--- src/rtl/hilo_div_sequencer_pkg.sv ---
// Shared definitions for the HILO divide sequencer.
// Latency: none (types and constants only).
// Backpressure: none.
package hilo_div_sequencer_pkg;

    localparam int DIV_WIDTH = 32;

    typedef enum logic [1:0] {
        IDLE = 2'd0,
        RUN  = 2'd1,
        DONE = 2'd2
    } divState_t;

endpackage

--- src/rtl/hilo_div_sequencer_div_step.sv ---
// One radix-2 restoring division iteration on unsigned magnitudes.
// Latency: purely combinational, zero cycles.
// Backpressure: none; the sequencer decides when the result is captured.
module hilo_div_sequencer_div_step
    import hilo_div_sequencer_pkg::*;
#(
    parameter int WIDTH = DIV_WIDTH
) (
    input  logic [WIDTH-1:0] remIn,
    input  logic [WIDTH-1:0] quoIn,
    input  logic [WIDTH-1:0] divisor,
    output logic [WIDTH-1:0] remOut,
    output logic [WIDTH-1:0] quoOut
);

    // Partial remainder is one bit wider than the operands so the shifted-in
    // bit can never overflow the compare/subtract.
    logic [WIDTH:0] partial;
    logic [WIDTH:0] trial;

    // Shift {rem,quo} left, try the subtraction, keep it only when it does not borrow.
    always_comb begin
        partial = {remIn, quoIn[WIDTH-1]};
        trial   = partial - {1'b0, divisor};
        if (trial[WIDTH]) begin
            remOut = partial[WIDTH-1:0];
            quoOut = {quoIn[WIDTH-2:0], 1'b0};
        end else begin
            remOut = trial[WIDTH-1:0];
            quoOut = {quoIn[WIDTH-2:0], 1'b1};
        end
    end

endmodule

--- src/rtl/hilo_div_sequencer.sv ---
// DIV/DIVU sequencer for the HILO path: restoring divide, one bit per cycle.
// Latency: WIDTH+1 cycles start->done, 1 cycle for divide-by-zero.
// Backpressure: stall holds IF/ID/EX while busy; cancel (FlushE) aborts at once.
module hilo_div_sequencer
    import hilo_div_sequencer_pkg::*;
#(
    parameter int WIDTH = DIV_WIDTH
) (
    input  logic             clk,
    input  logic             rst,
    input  logic             start,
    input  logic             sign,
    input  logic             cancel,
    input  logic [WIDTH-1:0] a,
    input  logic [WIDTH-1:0] b,
    output logic             stall,
    output logic             done,
    output logic [WIDTH-1:0] lo,
    output logic [WIDTH-1:0] hi
);

    localparam int CNT_W = $clog2(WIDTH);
    localparam logic [CNT_W-1:0] LAST_STEP = CNT_W'(WIDTH - 1);

    divState_t        state;
    logic [CNT_W-1:0] stepCount;
    logic [WIDTH-1:0] remReg;
    logic [WIDTH-1:0] quoReg;
    logic [WIDTH-1:0] divisorReg;
    logic             negQuo;
    logic             negRem;
    logic             doneReg;

    logic [WIDTH-1:0] absA;
    logic [WIDTH-1:0] absB;
    logic [WIDTH-1:0] remNext;
    logic [WIDTH-1:0] quoNext;
    logic [WIDTH-1:0] loFinal;
    logic [WIDTH-1:0] hiFinal;

    hilo_div_sequencer_div_step #(
        .WIDTH (WIDTH)
    ) stepUnit (
        .remIn   (remReg),
        .quoIn   (quoReg),
        .divisor (divisorReg),
        .remOut  (remNext),
        .quoOut  (quoNext)
    );

    // Operand magnitudes; the most negative value maps onto itself, which is
    // exactly its magnitude when read as unsigned.
    always_comb begin
        absA = (sign && a[WIDTH-1]) ? -a : a;
        absB = (sign && b[WIDTH-1]) ? -b : b;
    end

    // Sign fix-up applied to the last iteration's result as it is written to HILO.
    always_comb begin
        loFinal = negQuo ? -quoNext : quoNext;
        hiFinal = negRem ? -remNext : remNext;
    end

    // Stall covers the launch cycle and every RUN cycle; a flush always releases it.
    assign stall = ~cancel & (((state == IDLE) & start) | (state == RUN));
    assign done  = doneReg & ~cancel;

    // Sequencer FSM: launch, iterate, publish results for exactly one cycle.
    always_ff @(posedge clk) begin
        if (rst) begin
            state      <= IDLE;
            stepCount  <= '0;
            remReg     <= '0;
            quoReg     <= '0;
            divisorReg <= '0;
            negQuo     <= 1'b0;
            negRem     <= 1'b0;
            doneReg    <= 1'b0;
            lo         <= '0;
            hi         <= '0;
        end else begin
            doneReg <= 1'b0;
            if (cancel) begin
                state <= IDLE;
            end else begin
                case (state)
                    IDLE: begin
                        if (start) begin
                            if (b == '0) begin
                                lo      <= '1;
                                hi      <= a;
                                doneReg <= 1'b1;
                                state   <= DONE;
                            end else begin
                                remReg     <= '0;
                                quoReg     <= absA;
                                divisorReg <= absB;
                                negQuo     <= sign & (a[WIDTH-1] ^ b[WIDTH-1]);
                                negRem     <= sign & a[WIDTH-1];
                                stepCount  <= LAST_STEP;
                                state      <= RUN;
                            end
                        end
                    end
                    RUN: begin
                        remReg    <= remNext;
                        quoReg    <= quoNext;
                        stepCount <= stepCount - CNT_W'(1);
                        if (stepCount == '0) begin
                            lo      <= loFinal;
                            hi      <= hiFinal;
                            doneReg <= 1'b1;
                            state   <= DONE;
                        end
                    end
                    DONE: begin
                        // The retiring instruction may still hold start high here.
                        state <= IDLE;
                    end
                    default: begin
                        state <= IDLE;
                    end
                endcase
            end
        end
    end

endmodule

--- config.mk ---
export PLATFORM = sky130hd
export DESIGN_NAME = hilo_div_sequencer
export DESIGN_NICKNAME = d
export VERILOG_FILES = /design/src/rtl/hilo_div_sequencer_pkg.sv /design/src/rtl/hilo_div_sequencer_div_step.sv /design/src/rtl/hilo_div_sequencer.sv
export SDC_FILE = /design/constraint.sdc
export NUM_CORES = 1
export LEC_CHECK = 0
export CAP_MARGIN = 20
export CORE_MARGIN = 10
export CORE_UTILIZATION = 55
export CTS_CLUSTER_DIAMETER = 100
export CTS_CLUSTER_SIZE = 8
export DETAILED_ROUTE_END_ITERATION = 6
export PLACE_DENSITY = 0.79
export SLEW_MARGIN = 20
export SYNTH_ARGS = -nofsm -noshare
export SYNTH_HDL_FRONTEND = slang
export SYNTH_SLANG_ARGS = --single-unit
--- constraint.sdc ---
create_clock -name clk -period 8 [get_ports clk]
set_input_delay 0.8 -clock clk [delete_from_list [all_inputs] [get_ports clk]]
set_output_delay 0.8 -clock clk [all_outputs]
set_load 0.1 [all_outputs]
# Word-level counts from Yosys, hierarchy flattened
# Index checks and enable logic that the tools add are counted.
dict set report op_classes {
  bitwise_logic 9
  muxes 31
  eq_ne 5
  add_sub_neg 6
  reduce_logical 11
}
# operator count
set op_table {}
lappend op_table {{$mux 32} 15}
lappend op_table {{$pmux 32 s2} 4}
lappend op_table {{$neg 32->32} 4}
lappend op_table {{$sub 33x32->33} 1}
lappend op_table {{$logic_not 32->1} 1}
lappend op_table {{$mux 5} 2}
lappend op_table {{$pmux 5 s2} 1}
lappend op_table {{$reduce_and 4->1} 2}
lappend op_table {{$mux 2} 3}
lappend op_table {{$and 1x1->1} 5}
lappend op_table {{$logic_not 5->1} 1}
lappend op_table {{$reduce_and 5->1} 1}
lappend op_table {{$sub 5x1->5 const B} 1}
lappend op_table {{$mux 1} 4}
lappend op_table {{$ne 2x1->1 const B} 2}
lappend op_table {{$ne 2x2->1 const B} 2}
lappend op_table {{$pmux 2 s2} 1}
lappend op_table {{$eq 2x1->1 const B} 1}
lappend op_table {{$logic_and 1x1->1} 2}
lappend op_table {{$logic_not 2->1} 1}
lappend op_table {{$not 1->1} 2}
lappend op_table {{$pmux 1 s2} 1}
lappend op_table {{$reduce_and 2->1} 1}
lappend op_table {{$reduce_bool 2->1} 1}
lappend op_table {{3 further kinds} 3}
dict set report word_totals {
  ff_bits 170
  output_inout_bits 66
  input_bits 69
}

# Depth between registers and ports, before layout
dict set report depth {
  ltp_word 6
  mapped_depth 26
}

# Hierarchy
# Synthesis repeated with hierarchy kept, for this count alone.
dict set report unflattened {
  hier_cells 1523
  hier_area_um2 12054.1
}
# module n_inst area_per_inst_um2 cells_per_inst
set by_module_without_submodules {}
lappend by_module_without_submodules {hilo_div_sequencer 1 9462.8 1187}
lappend by_module_without_submodules {hilo_div_sequencer_div_step 1 2591.2 336}

# Worst setup path before layout
# Ideal clock, no wire load.
dict set report synth_path {
  path_kind {register -> register}
  from {register remReg[6]}
  to {register hi[28]}
  synth_period_minus_slack_ps 5064
  arrival_time_ps 4932
  required_time_ps 7868
  path_stages_with_launch 25
  setup_ps 132
  path_slack_ps 2936
  path_buffers 5
  path_cell_list {dfxtp_1 > ha_1 > a2111oi_4 > a211o_2 > a211oi_1 > o311a_1 > or3_1 > buf_2 > and2_1 > buf_6 > inv_2 > buf_2 > buf_2 > buf_2 > nor2_1 > a21oi_1 > ha_1 > nand2_1 > or4_1 > nor3_1 > mux2i_2 > a211oi_4 > nor3b_2 > mux2i_1 > a21oi_1}
}
dict set report synth_between {
  elab_chain_len 6
}
# element line
set synth_lines {}
lappend synth_lines {{from (decl)} hilo_div_sequencer.sv:27} ;# logic [WIDTH-1:0] remReg;
lappend synth_lines {{from (signal assigned)} hilo_div_sequencer.sv:106} ;# remReg <= remNext;
lappend synth_lines {{$sub 33x32->33} hilo_div_sequencer_div_step.sv:24} ;# trial = partial - {1'b0, divisor};
lappend synth_lines {{$mux 32 (*)} hilo_div_sequencer_div_step.sv:25} ;# if (trial[WIDTH]) begin
lappend synth_lines {{$neg 32->32} hilo_div_sequencer.sv:61} ;# hiFinal = negRem ? -remNext : remNext;
lappend synth_lines {{$mux 32 (*)} hilo_div_sequencer.sv:61}
lappend synth_lines {{$mux 32 (*)} hilo_div_sequencer.sv:109} ;# if (stepCount == '0) begin
lappend synth_lines {{$pmux 32 s2 (*)} hilo_div_sequencer.sv:86} ;# case (state)
lappend synth_lines {{to (signal assigned)} hilo_div_sequencer.sv:111} ;# hi <= hiFinal;
lappend synth_lines {{to (decl)} hilo_div_sequencer.sv:19} ;# output logic [WIDTH-1:0] hi
# Every way passes the cells marked *; elsewhere a longest branch is shown, timed or not. The select of a mux whose other input is x is not followed.
# A chain may end at the register's enable or synchronous reset.

# Final worst setup path
dict set report layout_path {
  from {register remReg[1]}
  to {register lo[20]}
}
dict set report layout_between {
  elab_chain_len 6
}
# element line
set layout_lines {}
lappend layout_lines {{$sub 33x32->33} hilo_div_sequencer_div_step.sv:24}
lappend layout_lines {{$mux 1} hilo_div_sequencer_div_step.sv:25}
lappend layout_lines {{$neg 32->32} hilo_div_sequencer.sv:60} ;# loFinal = negQuo ? -quoNext : quoNext;
lappend layout_lines {{$mux 32} hilo_div_sequencer.sv:60}
lappend layout_lines {{$mux 32} hilo_div_sequencer.sv:109}
lappend layout_lines {{$pmux 32 s2} hilo_div_sequencer.sv:86}
lappend layout_lines {{to (signal assigned)} hilo_div_sequencer.sv:110} ;# lo <= loFinal;
lappend layout_lines {{to (decl)} hilo_div_sequencer.sv:18} ;# output logic [WIDTH-1:0] lo,
# No other way between the ends. The select of a mux whose other input is x is not followed.

==> flow_metrics.py <==
metrics = {
    "final_layout": {
        "final_area_um2": 14100,
        "drive_above_1_share_pct": 5.06,
        "final_core_util_pct": 64.9,
        "area_growth_pct": 16.5,
        "layout_commonest_cell": "nor2_1",
        "layout_common_cells": "nor2_1, dfxtp_1, a21oi_1",
        "nets": 1775,
        "diodes": 0,
    },
    "synthesis": {
        "ys_warn_count": 0,
        "synthTopCellsByArea": "dfxtp_1, nor2_1, a21oi_1, xnor2_1, xor2_1",
        "synth_cells": 1612,
        "ys.flop_type": "dfxtp_1",
        "synth_top_area_share_pct": 28.2,
        "yosysUniqueCellTypes": 90,
        "yosys.area.top_type": "dfxtp_1",
        "syn-mean-instance-area_um2": 7.49,
        "ys_seq_area_share_pct": 28.2,
        "netlist_area_um2": 12100,
        "async_flop_share_pct": 0,
        "synth_edf_count": 0,
        "ys_ff_latch": 170,
        "syn-num-nets": 1720,
    },
    "timing": {
        "setup_violations": 0,
        "max_slew_margin_pct": 27.6,
        "fmax_ghz": 0.181,
        "post-route-min-period_ns": 5.51,
        "fin_setup_tns_ns": 0,
        "final-hold-violation-count": 0,
        "tightest_slew_ns": 1.09,
        "final_max_slew_viol_count": 0,
        "period_share_pct": 68.9,
        "grt_setup_unrepaired": "false",
        "clock_skew_ns": 0.00848,
    },
    "clock_tree": {
        "holdBufCountCts": 0,
        "cts_buffers": 17,
        "post_cts_buffers": 0,
        "clockBufferDepth": 2,
        "cts_tree": "yes",
        "worstSkewPairLatency_ns": 0.43,
        "cts_sinks": 170,
        "root_buffer": "clkbuf_16",
        "post_cts_resized": 0,
        "cts_htree_levels": 4,
        "clkSlewWorstSetupHoldPaths_ns": 0.07,
    },
    "setup_path": {
        "path_max_fanout": 42,
        "r2r_start": "remReg[1]",
        "critPathArrivalTime_ns": 5.79,
        "worst_setup_path_start_kind": "register",
        "cp-end-kind": "register",
        "setup.worst_path.start": "remReg[1]",
        "criticalPathCategory": "register to register",
        "crit_required_ns": 8.28,
        "rrSetupSlack_ns": 2.49,
    },
    "detailed_routing": {
        "avgRoutedWirePerCell_um": 18.3,
        "ant_nets": 0,
        "drt_iter0_markers": 1184,
        "drcViolationCount": 0,
        "detail_route.vias_per_cell": 6.22,
        "firstDrtPassIters": 7,
        "vias": 12199,
        "wirelength_um": 35800,
    },
    "power": {
        "p_leak_nw": 5.33,
        "p_per_area_nw_per_um2": 169,
        "ir_drop_mv": 0.108,
    },
    "placed_design": {
        "dpl.hpwl_um": 26500,
        "gp_congestion": 0.998,
        "numPortBuffers": 134,
        "placed_area_um2": 13400,
    },
    "floorplanning": {
        "num_io_pins": 135,
        "start_util_pct": 55.7,
        "die_area_um2": 28300,
        "die_h_um": 168,
        "die_width_um": 168,
        "coreArea_um2": 21700,
        "rows": 54,
    },
    "grt": {
        "grt_start_max_net_pins": 101,
        "antenna_found_initial": 0,
        "grt_pass1_vias": 11290,
        "grt_pass1_wl_um": 57900,
        "grt_usage_pct": 24.2,
        "grt_overflow_total": 0,
    },
    "job": {
        "drv_cap": 0,
    },
    "min_path": {
        "hp-class": "register to register",
        "hp-start": "divisorReg[30]",
    },
    "status": {
        "status": "finished clean",
    },
}
registers in the layout, summed over array words and instances, names as in the netlist, 2 cells and up:
signal and count:
divisorReg 32, hi 32, lo 32, quoReg 32
remReg 32, stepCount 5, state 2
final cells by class:
| type | count | area [um2] |
|---|---|---|
| multi-input combinational | 1276 | 8050 |
| fill | 1864 | 7620 |
| sequential | 170 | 3400 |
| timing repair buffer | 146 | 1430 |
| clock buffer | 18 | 439 |
| tap | 280 | 350 |
| inverter | 56 | 210 |
| clock inverter | 14 | 186 |
cell usage after synthesis, types with 24 or more instances:
cell	instances
dfxtp_1	170
xnor2_1	69
inv_1	53
nor2_1	214
a21oi_1	146
a211oi_1	68
nand3_1	24
ha_1	38
nor3_1	41
nand2_1	139
xor2_1	64
o21ai_0	73
o21ai_1	25
clkbuf_1	88
o31ai_1	26
worst max-delay path: stages, from the launching register on:
cell,delay (ns)
dfxtp_1,0.42
ha_1,0.31
nor2b_1,0.18
o31ai_1,0.45
a211oi_1,0.20
o311a_1,0.34
or3_1,0.45
and2_2,0.27
inv_2,0.10
buf_4,0.40
ha_1,0.25
inv_1,0.06
or3_1,0.38
or2_2,0.33
or3_1,0.43
o41ai_1,0.44
xnor2_1,0.13
o22ai_1,0.13
nor2_1,0.06
final timing paths:
check	endpoint	depth (start not counted)
worst max-delay path	lo[20]	18
worst min-delay path	divisorReg[30]	2
worst max register to register	lo[20]	18
worst min register to register	divisorReg[30]	2
per-layer routing:
layer / vias up / routed length (um) / track usage (%)
met3: 69 / 2880 / 4.10
li1: 5973 / - / -
met2: 534 / 16100 / 38.4
met4: 0 / 1020 / 8.97
met5: - / 0 / 0
met1: 5623 / 15800 / 32.2
report_power, final:
group          switching [mW]  total [mW]  internal, mW
Sequential             0.0296       0.908         0.879
Clock                   0.381       0.890         0.509
Combinational           0.364       0.573         0.210
through the flow:
step                total power [mW]  hold WS, ns  std cells  setup slack [ns]
floorplan                       1.33        0.432       1612              2.94
global placement                1.48        0.440       1928              2.84
detailed placement              1.49        0.445       1928              2.64
CTS                             2.37        0.453       1960              2.53
global route                    2.47        0.467       1960              2.27
finish                          2.37        0.450       1960              2.49
logic make-up (layout without fill, tap and decap cells):
family / Yosys count / count (layout) / share of synthesized area, %
muxes: 26 / 26 / 2.36
buffers and inverters: 166 / 234 / 5.43
AOI/OAI and AO/OA: 523 / 523 / 28.8
xor gates and xnor gates: 133 / 133 / 9.65
and+or+nand+nor: 555 / 555 / 21.5
adders and majority gates: 39 / 39 / 4.10
DFF: 170 / 170 / 28.2
Note: power is estimated with default switching activity, not from simulation.
